[src/rtl/cu_pkg.sv]
// Shared control-unit package: opcode constants, control bundle layout and encoder state.
package cu_pkg;

  localparam logic [6:0] OP_RTYPE  = 7'b0110011;
  localparam logic [6:0] OP_LOAD   = 7'b0000011;
  localparam logic [6:0] OP_IALU   = 7'b0010011;
  localparam logic [6:0] OP_STORE  = 7'b0100011;
  localparam logic [6:0] OP_BRANCH = 7'b1100011;
  localparam logic [6:0] OP_JAL    = 7'b1101111;
  localparam logic [6:0] OP_JALR   = 7'b1100111;

  typedef struct packed {
    logic       alu_src;
    logic       mem_to_reg;
    logic       reg_write;
    logic       mem_read;
    logic       mem_write;
    logic       branch;
    logic       jump;
    logic       jalr;
    logic [1:0] alu_op;
  } ctrl_bundle_t;

  typedef enum logic {
    RUN  = 1'b0,
    HALT = 1'b1
  } enc_state_t;

  // Class 0..6 follows the opcode table order; 7 marks an illegal bundle.
  localparam logic [2:0] CLS_ILLEGAL = 3'd7;

  function automatic logic [2:0] ctrl_class(input ctrl_bundle_t c);
    logic [2:0] cls;
    case (c)
      10'b0010000010: cls = 3'd0;
      10'b1111000000: cls = 3'd1;
      10'b1010000011: cls = 3'd2;
      10'b1000100000: cls = 3'd3;
      10'b0000010001: cls = 3'd4;
      10'b0010001000: cls = 3'd5;
      10'b1010000100: cls = 3'd6;
      default:        cls = CLS_ILLEGAL;
    endcase
    return cls;
  endfunction

  function automatic logic [6:0] class_opcode(input logic [2:0] cls);
    logic [6:0] op;
    case (cls)
      3'd0:    op = OP_RTYPE;
      3'd1:    op = OP_LOAD;
      3'd2:    op = OP_IALU;
      3'd3:    op = OP_STORE;
      3'd4:    op = OP_BRANCH;
      3'd5:    op = OP_JAL;
      3'd6:    op = OP_JALR;
      default: op = '0;
    endcase
    return op;
  endfunction

endpackage

[src/rtl/cu_enc_fifo.sv]
// DEPTH-entry 7-bit synchronous FIFO with full/empty flags; head reads 0 when empty.
module cu_enc_fifo #(
  parameter int unsigned DEPTH = 2
) (
  input  logic       clk,
  input  logic       rst_n,
  input  logic       push,
  input  logic [6:0] push_data,
  input  logic       pop,
  output logic       full,
  output logic       empty,
  output logic [6:0] head
);

  localparam int unsigned AW = (DEPTH > 1) ? $clog2(DEPTH) : 1;
  localparam int unsigned CW = AW + 1;
  localparam logic [AW-1:0] PTR_ONE  = {{(AW-1){1'b0}}, 1'b1};
  localparam logic [CW-1:0] CNT_ONE  = {{(CW-1){1'b0}}, 1'b1};
  localparam logic [CW-1:0] CNT_FULL = CW'(DEPTH);

  logic [6:0]    mem_q [DEPTH];
  logic [6:0]    mem_d [DEPTH];
  logic [AW-1:0] wr_ptr_q, wr_ptr_d;
  logic [AW-1:0] rd_ptr_q, rd_ptr_d;
  logic [CW-1:0] count_q, count_d;
  logic          do_push, do_pop;

  assign full    = (count_q == CNT_FULL);
  assign empty   = (count_q == '0);
  assign head    = empty ? '0 : mem_q[rd_ptr_q];
  assign do_push = push && !full;
  assign do_pop  = pop && !empty;

  always_comb begin
    mem_d    = mem_q;
    wr_ptr_d = wr_ptr_q;
    rd_ptr_d = rd_ptr_q;
    count_d  = count_q;
    if (do_push) begin
      mem_d[wr_ptr_q] = push_data;
      wr_ptr_d        = wr_ptr_q + PTR_ONE;
    end
    if (do_pop) begin
      rd_ptr_d = rd_ptr_q + PTR_ONE;
    end
    if (do_push && !do_pop) begin
      count_d = count_q + CNT_ONE;
    end else if (do_pop && !do_push) begin
      count_d = count_q - CNT_ONE;
    end
  end

  always_ff @(posedge clk or negedge rst_n) begin
    if (!rst_n) begin
      for (int unsigned i = 0; i < DEPTH; i++) begin
        mem_q[i] <= '0;
      end
      wr_ptr_q <= '0;
      rd_ptr_q <= '0;
      count_q  <= '0;
    end else begin
      mem_q    <= mem_d;
      wr_ptr_q <= wr_ptr_d;
      rd_ptr_q <= rd_ptr_d;
      count_q  <= count_d;
    end
  end

endmodule

[src/rtl/cu_ctrl_encoder.sv]
// Control-bundle to RV32I opcode encoder with output FIFO and illegal-bundle halt.
// Optional CU_ENC_STATS_EN adds saturating per-class counters read via stat_sel/stat_count.
module cu_ctrl_encoder
  import cu_pkg::*;
#(
  parameter int unsigned DEPTH = 2,
  parameter int unsigned CNT_W = 16
) (
  input  logic             clk,
  input  logic             rst_n,
  input  logic             in_valid,
  output logic             in_ready,
  input  logic [9:0]       in_ctrl,
  output logic             out_valid,
  input  logic             out_ready,
  output logic [6:0]       out_opcode,
  output logic             err,
  output logic [9:0]       err_ctrl,
  input  logic             clear_err,
  output logic [CNT_W-1:0] enc_count
`ifdef CU_ENC_STATS_EN
  ,
  input  logic [2:0]       stat_sel,
  output logic [7:0]       stat_count
`endif
);

  localparam logic [CNT_W-1:0] ENC_ONE = {{(CNT_W-1){1'b0}}, 1'b1};

  ctrl_bundle_t     ctrl;
  logic [2:0]       ctrl_cls;
  logic             legal;
  logic             accept;
  logic             push;
  logic             pop;
  logic             fifo_full;
  logic             fifo_empty;

  enc_state_t       state_q, state_d;
  logic [9:0]       err_ctrl_q, err_ctrl_d;
  logic [CNT_W-1:0] enc_count_q, enc_count_d;

  assign ctrl      = ctrl_bundle_t'(in_ctrl);
  assign ctrl_cls  = ctrl_class(ctrl);
  assign legal     = (ctrl_cls != CLS_ILLEGAL);
  assign in_ready  = (state_q == RUN) && !fifo_full;
  assign accept    = in_valid && in_ready;
  assign push      = accept && legal;
  assign out_valid = !fifo_empty;
  assign pop       = out_valid && out_ready;
  assign err       = (state_q == HALT);
  assign err_ctrl  = err_ctrl_q;
  assign enc_count = enc_count_q;

  cu_enc_fifo #(
    .DEPTH (DEPTH)
  ) u_fifo (
    .clk       (clk),
    .rst_n     (rst_n),
    .push      (push),
    .push_data (class_opcode(ctrl_cls)),
    .pop       (pop),
    .full      (fifo_full),
    .empty     (fifo_empty),
    .head      (out_opcode)
  );

  always_comb begin
    state_d     = state_q;
    err_ctrl_d  = err_ctrl_q;
    enc_count_d = enc_count_q;
    case (state_q)
      RUN: begin
        if (accept && legal) begin
          enc_count_d = enc_count_q + ENC_ONE;
        end else if (accept) begin
          state_d    = HALT;
          err_ctrl_d = in_ctrl;
        end
      end
      HALT: begin
        if (clear_err) begin
          state_d = RUN;
        end
      end
      default: state_d = RUN;
    endcase
  end

  always_ff @(posedge clk or negedge rst_n) begin
    if (!rst_n) begin
      state_q     <= RUN;
      err_ctrl_q  <= '0;
      enc_count_q <= '0;
    end else begin
      state_q     <= state_d;
      err_ctrl_q  <= err_ctrl_d;
      enc_count_q <= enc_count_d;
    end
  end

`ifdef CU_ENC_STATS_EN
  logic [7:0] stat_q [8];
  logic [7:0] stat_d [8];

  // Illegal accepts land in slot 7 through the same class index.
  always_comb begin
    stat_d = stat_q;
    if (accept && (stat_q[ctrl_cls] != 8'hFF)) begin
      stat_d[ctrl_cls] = stat_q[ctrl_cls] + 8'd1;
    end
  end

  always_ff @(posedge clk or negedge rst_n) begin
    if (!rst_n) begin
      for (int unsigned i = 0; i < 8; i++) begin
        stat_q[i] <= '0;
      end
    end else begin
      stat_q <= stat_d;
    end
  end

  assign stat_count = stat_q[stat_sel];
`endif

endmodule

[config.mk]
export PLATFORM = sky130hd
export DESIGN_NAME = cu_ctrl_encoder
export DESIGN_NICKNAME = d
export VERILOG_FILES = /design/src/rtl/cu_pkg.sv /design/src/rtl/cu_enc_fifo.sv /design/src/rtl/cu_ctrl_encoder.sv
export SDC_FILE = /design/constraint.sdc
export NUM_CORES = 1
export LEC_CHECK = 0
export ABC_CLOCK_PERIOD_IN_PS = 4800
export BUFFER_PORTS_ARGS = -buffer_cell sky130_fd_sc_hd__buf_2
export CAP_MARGIN = 20
export CORE_AREA = 5 5 79 81
export DETAILED_ROUTE_END_ITERATION = 7
export DIE_AREA = 0 0 84 86
export MAX_ROUTING_LAYER = met4
export SLEW_MARGIN = 10
export SYNTH_ARGS = -nofsm -noshare
export SYNTH_HDL_FRONTEND = slang
export SYNTH_SLANG_ARGS = --single-unit
export TNS_END_PERCENT = 1
[constraint.sdc]
create_clock -name clk -period 4.8 [get_ports clk]
set_input_delay 0.72 -clock clk [delete_from_list [all_inputs] [get_ports clk]]
set_output_delay 0.72 -clock clk [all_outputs]
set_load 0.005 [all_outputs]
* After elaboration in Yosys (flattened, before gate mapping)
Cells that the tools add are included.
** Storage, ports and cells
- Output and inout port bits :: 36
- Flip-flop bits (word level) :: 45
- Word-level logic and storage cells :: 68
- Input bits :: 15
** Operators by class
- $add $sub $neg :: 5
- Multiplexer cells :: 15
- Reduce and logical (&&, ||, !) cells :: 18
- Bitwise gates (word level) :: 4
- Magnitude comparators :: 3
- Equality and inequality tests :: 15
** Operators by type and width (count)
- 7-bit one-hot mux with 7 select lines :: 1
- 10-bit == test, second input constant :: 4
- 7-bit 2-to-1 mux :: 5
- 3-bit one-hot mux with 7 select lines :: 1
- 10-bit by 8-bit == test with 1-bit output, second input constant :: 2
- 16-bit by 1-bit adder with 16-bit output, second input constant :: 1
- 14-bit bitwise mux :: 1
- 10-bit by 5-bit == test with 1-bit output, second input constant :: 1
- 3-bit == test, second input constant :: 3
- 1-bit logical AND :: 9
- 7-bit demux with 1-bit select :: 1
- 3-bit by 2-bit == test with 1-bit output, second input constant :: 2
- 2-bit >= comparator, second input constant :: 2
- 1-bit logical NOT :: 4
- 2-bit 2-to-1 mux :: 2
- 1-bit NOT with 2-bit output :: 2
- 3-bit by 1-bit == test with 1-bit output, second input constant :: 1
- 3-bit logical NOT :: 1
- 1-bit 2-to-1 mux :: 3
- 3-bit inequality test, second input constant :: 1
- 3-bit AND reduction :: 1
- 1-bit adder, second input constant :: 2
- 2-bit by 1-bit adder with 2-bit output, second input constant :: 1
- 2-bit == test, second input constant :: 1
- 7 further kinds :: 8

* Depth between registers and ports, before layout
Gate-level depths: netlist of the first run.
- Depth after elaboration :: 10
- Depth in mapped cells :: 10
- Mapped depth without buffers :: 10

* Modules after synthesis
Synthesis of the first run repeated with hierarchy kept, for this count alone.
** Second synthesis, totals
- Cell total of the unflattened synthesis :: 187
- Area, all modules :: 2285.9 sq um
** By module, submodules not included
- cu_ctrl_encoder :: sequential area each 675.6 sq um, instances 1, area an instance 1462.7 sq um, cells an instance 125
- cu_enc_fifo :: sequential area each 450.4 sq um, instances 1, area an instance 823.3 sq um, cells an instance 62

* Worst setup path before layout of the first run
No wires, ideal clock.
- Kind :: input to register
- Start :: input in_ctrl[0]
- End :: register u_fifo.count_q[1]
- Stages on the path :: 10
- Data required time :: 4.675 ns
- Buffers on the path :: 0
- Setup slack :: 2.082 ns
- Setup time :: 0.125 ns
- Arrival time :: 2.593 ns
- Cell sequence :: or4b_1 or3_4 a21oi_4 nor3_2 nand2b_1 inv_1 ha_1 xor2_1 nor2_1 xor2_1
** Between the ends
- Cells in the longest elaborated chain, start to end :: 8
- Elaborated cells on any way between the ends :: 16
- Classes of those cells :: 8 x eq/ne; 2 x mux; 6 x reduce/logical
** RTL lines
- from (decl) :: RTL line cu_ctrl_encoder.sv:13 : input logic [9:0] in_ctrl,
- 10-bit == test, or another cell as far along :: RTL line cu_pkg.sv:34 : case (c)
- 3-bit one-hot mux with 7 select lines * :: RTL line cu_pkg.sv:34
- 3-bit inequality test * :: RTL line cu_ctrl_encoder.sv:45 : assign legal = (ctrl_cls != CLS_ILLEGAL);
- 1-bit logical AND * :: RTL line cu_ctrl_encoder.sv:48 : assign push = accept && legal;
- 1-bit logical AND * :: RTL line cu_enc_fifo.sv:31 : assign do_push = push && !full;
- named net u_fifo.do_push :: RTL line cu_enc_fifo.sv:26 : logic do_push, do_pop;
- 1-bit logical NOT :: RTL line cu_enc_fifo.sv:48 : end else if (do_pop && !do_push) begin
- 1-bit logical AND :: RTL line cu_enc_fifo.sv:48
- 2-bit nonzero test (no line)
- to (signal assigned) :: RTL line cu_enc_fifo.sv:65 : count_q <= count_d;
- to (decl) :: RTL line cu_enc_fifo.sv:25 : logic [CW-1:0] count_q, count_d;
Mark *: on every way through the listed nets, which the timed path passes. The rest lies on a longest branch.
A chain may end at the register's enable or synchronous reset.

* Worst setup path in the final report of the first run
Ends and elaborated chain as after synthesis.

==> flow_summary.ini, run 1 <==
[timing]
worst_hold_slack_ps = 470.2
tightest_slew_ps = 996.1
relSlewSlack_pct = 32.55
timing.fmax_mhz = 366.8
hold_viol = 0
fin_tns_setup_ps = 0
setup_viol_count_final = 0
min_period_ps = 2726
fin_skew_ps = 2.088
fin_crit_sh_pct = 56.80
grt_setup_unrepaired = no
final_max_slew_viol_count = 0

[route]
wl_mm = 4.137
wire_per_inst_um = 13.48
via_per_inst = 4.870
first_iter_violations = 46
num_vias = 1495
first_pass_iters = 4
drcViolationCount = 0
ant_nets = 0

[layout]
syn_to_final_growth_pct = 20.57
diodes = 0
mostFrequentLayoutCell = buf_2
layout-drive-gt1-share_pct = 34.04
final_cell_mix = 50 x buf_2, 43 x dfrtp_1, 14 x nor2_1, 14 x nand2_1, 14 x mux2_2
instances_no_fill = 307
finalNetCount = 251

[clocking]
cts.path.max_buffers = 2
numCtsBuffers = 5
h-tree-depth = 2
clk_pin_slew_worst_paths_ps = 80
cts.sinks = 43
tritoncts = done
cts-resized-gates = 0
clock_latency_ps = 290
cts_root_buf = clkbuf_8
ctsHoldBuffers = 0
cts_setup_buffers = 0

[setup_path]
r2r_slack_ps = 2620
reg2reg_depth = 4
cp_max_fo = 6
cp-end-kind = flop
arrival_ps = 2900
criticalPathCategory = in2reg
r2r-end = err_ctrl[2]
cp.required_ps = 4980
r2r-start = u_fifo.count_q[1]
startpoint_type = primary input

[power]
seqPwrFrac_pct = 46.9
vdd_drop_max_mv = 0.2015
clockPowerShare_pct = 27.6
swShare_pct = 28.35
p_per_area_nw_per_um2 = 412.7
power_mw = 1.041
power.switching_mw = 0.2951
internal_power_mw = 0.7460
leakagePower_nw = 1.315
p_comb_share_pct = 25.5

[floorplanning]
dieArea_um2 = 7224
die_w_um = 84
dieHeight_um = 86
rows = 27
io-pin-count = 51
initial_utilization_pct = 38.70
core_area_um2 = 5405

[grt]
grtUsageMet3_pct = 4.323
grt_first_pass_wirelength_mm = 7.265
grt_usage_pct = 12.85
busiest_layer = met2
overflow = 0
antenna_found_initial = 0
grt_pass1_vias = 1495
met2_usage_pct = 18.66
use_met1_pct = 17.13
grt_max_degree = 44

[synth]
synth_cells = 181
yosysWarnings = 0
synth_seq_cells = 43
seq_area_frac_synth_pct = 51.44
synth_nets = 198
syn_area_per_cell_um2 = 11.56
ys_types = 41
synth_area_um2 = 2092

[place]
place.gp.congestion = 0.8267
portBuffers = 50
dp_hpwl_mm = 3.081
place_inst = 299

[run]
max-cap-violations = 0

[worst_hold_path]
min_path_cells = 1
holdPathEnd = u_fifo.mem_q[8]
hold_class = reg2reg
hold_path.startpoint = u_fifo.mem_q[8]

[outcome]
status = finished clean
==> power by group through the flow <==
stage	sequential, mW	clock [mW]	combinational [mW]
final	0.488	0.287	0.266
after global routing	0.500	0.320	0.302
after floorplan	0.482	0	0.167
after global placement	0.494	0	0.270
after CTS	0.489	0.298	0.273
after detailed placement	0.496	0	0.271
==> state kept, by name (all words and copies together), names as in the netlist <==
name	cells
enc_count	16
u_fifo.mem_q	12
err_ctrl	10
u_fifo.count_q	2
err	1
u_fifo.rd_ptr_q	1
u_fifo.wr_ptr_q	1
==> logic make-up after synthesis <==
logic type,count (synthesis),share of synthesized area (%)
simple gates,66,17.46
flops,43,51.44
mux,25,13.52
xor+xnor,20,8.373
compound gates,15,5.622
buf+inv,10,2.392
fa+ha+maj,2,1.196
==> cell type report <==
type	instances	area, um2
inverter	6	22.52
timing repair buffer	50	250.2
tap	72	90.09
clock buffer	6	82.58
multi-input combinational	128	965.9
sequential	43	1076
fill	520	2883
clock inverter	2	35.03
==> metrics by stage <==
stage          utilization [%]  instance area, um2  worst slack (ps)
4_1_cts                  46.67                2522              2089
3_3_place_gp             44.49                2405              1852
2_1_floorplan                -                2092              2082
6_report                 46.67                2522              2074
3_5_place_dp             44.49                2405              1793
5_1_grt                  46.67                2522              1930
==> layer usage <==
layer | part of all wire [%] | vias up
met5 | 0 | -
met4 | 1.3 | 0
met3 | 5.8 | 6
met2 | 43 | 39
met1 | 50 | 709
li1 | - | 741
==> Yosys cell counts, drive strengths merged <==
| master | count | area share [%] |
|---|---|---|
| or3 | 3 | 1.1 |
| a22o | 2 | 0.84 |
| nor4bb | 1 | 0.48 |
| or4b | 2 | 0.96 |
| nor4 | 1 | 0.30 |
| nand3b | 1 | 0.36 |
| xor2 | 8 | 3.3 |
| or4 | 1 | 0.36 |
| xnor2 | 12 | 5.0 |
| clkbuf | 1 | 0.18 |
| o311a | 1 | 0.48 |
| nor2b | 4 | 1.2 |
| a31o | 1 | 0.42 |
| nand2b | 3 | 0.90 |
| nor3 | 5 | 1.4 |
| mux2i | 8 | 3.8 |
| o311ai | 2 | 0.84 |
| nand2 | 14 | 2.5 |
| inv | 6 | 1.1 |
| nor2 | 14 | 2.5 |
| buf | 3 | 1.1 |
| and2 | 1 | 0.30 |
| nand4b | 1 | 0.42 |
| nor3b | 2 | 0.72 |
| o21ai | 5 | 1.2 |
| nand4 | 1 | 0.30 |
| mux2 | 17 | 9.7 |
| ha | 2 | 1.2 |
| and4 | 2 | 0.84 |
| a211oi | 2 | 0.72 |
| nand3 | 5 | 1.2 |
| and3 | 5 | 1.6 |
| dfrtp | 43 | 51 |
| a21oi | 1 | 0.78 |
| o21bai | 1 | 0.36 |
==> worst max-delay path, cell delays in order <==
cell	delay [ps]
buf_2	130
or4_1	540
nor3b_1	280
and3_2	290
nor3_2	90
nand2b_1	240
inv_1	120
ha_1	160
xor2_1	140
nor2_1	60
xor2_1	130
==> worst max-delay path by stage <==
stage | start | to | slack [ps] | depth (start not counted)
6_report | in_ctrl[0] | u_fifo.count_q[1] | 2070 | 11
5_1_grt | in_ctrl[0] | u_fifo.count_q[1] | 1930 | 10
4_1_cts | in_ctrl[0] | u_fifo.count_q[1] | 2090 | 11
3_5_place_dp | in_ctrl[0] | u_fifo.count_q[1] | 1790 | 11
3_3_place_gp | in_ctrl[0] | u_fifo.mem_q[10] | 1850 | 7
2_1_floorplan | in_ctrl[0] | u_fifo.count_q[1] | 2080 | 10
(Power assumes the default switching activity.)
==> inputs of run 2 (changes only) <==
--- a/config.mk
+++ b/config.mk
@@ -5,7 +5,7 @@
 export SDC_FILE = /design/constraint.sdc
 export NUM_CORES = 1
 export LEC_CHECK = 0
-export ABC_CLOCK_PERIOD_IN_PS = 4800
+export ABC_CLOCK_PERIOD_IN_PS = 2530
 export BUFFER_PORTS_ARGS = -buffer_cell sky130_fd_sc_hd__buf_2
 export CAP_MARGIN = 20
 export CORE_AREA = 5 5 79 81
==> constraint.sdc (replaced) <==
create_clock -name clk -period 2.53 [get_ports clk]
set_input_delay 0.3795 -clock clk [delete_from_list [all_inputs] [get_ports clk]]
set_output_delay 0.3795 -clock clk [all_outputs]
set_load 0.005 [all_outputs]
==> flow_summary.ini, run 2 (same netlist as run 1, synthesis figures left out) <==
[layout]
mostFrequentLayoutCell = buf_2
final_util_pct = 47.87
layout-drive-gt1-share_pct = 36.73
diodes = 0
instances_no_fill = 317
largest_register_ffs = 16
finalNetCount = 262
syn_to_final_growth_pct = 23.68
final_cell_mix = 50 x buf_2, 43 x dfrtp_1, 14 x nor2_1, 14 x nand2_1, 14 x mux2_2
fin_area_um2 = 2587

[timing]
fin_tns_setup_ps = 0
tightest_slew_ps = 986.0
final_max_slew_viol_count = 0
fin_skew_ps = 4.357
setup_viol_count_final = 0
min_period_ps = 2245
timing.fmax_mhz = 445.5
grt_setup_unrepaired = no
relSlewSlack_pct = 33.23
setup_ws_ps = 285.4
worst_hold_slack_ps = 228.8
fin_crit_sh_pct = 88.72
hold_viol = 0

[grt]
grt_first_pass_wirelength_mm = 7.162
antenna_found_initial = 0
grt_max_degree = 44
overflow = 0
grt_pass1_vias = 1461
grt_usage_pct = 12.81

[setup_path]
slowest_stage = or4_1
cp.required_ps = 2700
arrival_ps = 2420
startpoint_type = primary input
cp-end-kind = flop
criticalPathCategory = in2reg
cp_max_fo = 5
path_cells = buf_2, or4_1, nor3b_1, and3_2, nor3_2, or3_1, mux2_4
cpPeakStageDelay_ps = 540

[route]
wl_mm = 4.328
ant_nets = 0
via_per_inst = 4.767
first_iter_violations = 50
wire_per_inst_um = 13.65
drcViolationCount = 0
first_pass_iters = 4
num_vias = 1511

[run]
max-cap-violations = 0

[floorplanning]
io-pin-count = 51
rows = 27
core_area_um2 = 5405
die_w_um = 84
dieHeight_um = 86
dieArea_um2 = 7224
initial_utilization_pct = 38.70

[clocking]
cts_root_buf = clkbuf_8
cts.sinks = 43
clk_pin_slew_worst_paths_ps = 80
ctsHoldBuffers = 0
clock_latency_ps = 290
h-tree-depth = 2
tritoncts = done
cts_setup_buffers = 0
cts-resized-gates = 0
numCtsBuffers = 5
cts.path.max_buffers = 2

[place]
place_inst = 310
dp_hpwl_mm = 3.258
place_area_um2 = 2500
preCtsSetupSlack_ps = 4.449
portBuffers = 50
place.gp.congestion = 0.7925

[worst_hold_path]
hold_class = in2async

[power]
leakagePower_nw = 1.358
p_per_area_nw_per_um2 = 735.9
power_mw = 1.904
vdd_drop_max_mv = 0.4316

[outcome]
status = finished clean
==> run 2: cell count changes in the layout (fill, tap and decap cells not counted) <==
cell       change
buf_12         +1
bufinv_16      -1
buf_4         +10
==> run 2: worst paths after layout <==
path,from,to,slack (ps),cells after the start
max,in_ctrl[0],u_fifo.mem_q[13],290,7
min,rst_n,err_ctrl[4],230,1
max reg2reg,u_fifo.count_q[1],enc_count[10],650,7
min reg2reg,enc_count[15],enc_count[15],470,1
max in group asynchronous,rst_n,u_fifo.wr_ptr_q,1730,1
min in group clk,clear_err,err,270,2
==> run 2: final cells by class <==
class | instances | area, um2
fillers | 526 | 2818
flip-flops and latches | 43 | 1076
multi-input cells | 128 | 965.9
repair buffers | 61 | 345.3
well taps | 72 | 90.09
clock buffers | 6 | 82.58
inverters | 6 | 22.52
clock inverters | 1 | 5.005
==> run 2: critical path, delay by kind of cell <==
kind,cells,cell delay [ps]
multiplexers,1,330
buffers and inverters,1,120
AND/OR/NAND/NOR,5,1570
==> run 2: power breakdown <==
| part | total (mW) | switching, mW | internal (mW) |
|---|---|---|---|
| clock network | 0.435 | 0.221 | 0.214 |
| registers | 0.924 | 0.104 | 0.821 |
| logic | 0.545 | 0.237 | 0.308 |
| total | 1.90 | 0.561 | 1.34 |
==> run 2: per-layer routing <==
metal / global-route usage (%) / share of wire, % / vias up
met5: - / 0 / -
met4: 3.070 / 1.0 / 0
met3: 4.035 / 6.0 / 5
met2: 18.73 / 43 / 36
met1: 17.39 / 50 / 707
li1: - / - / 763
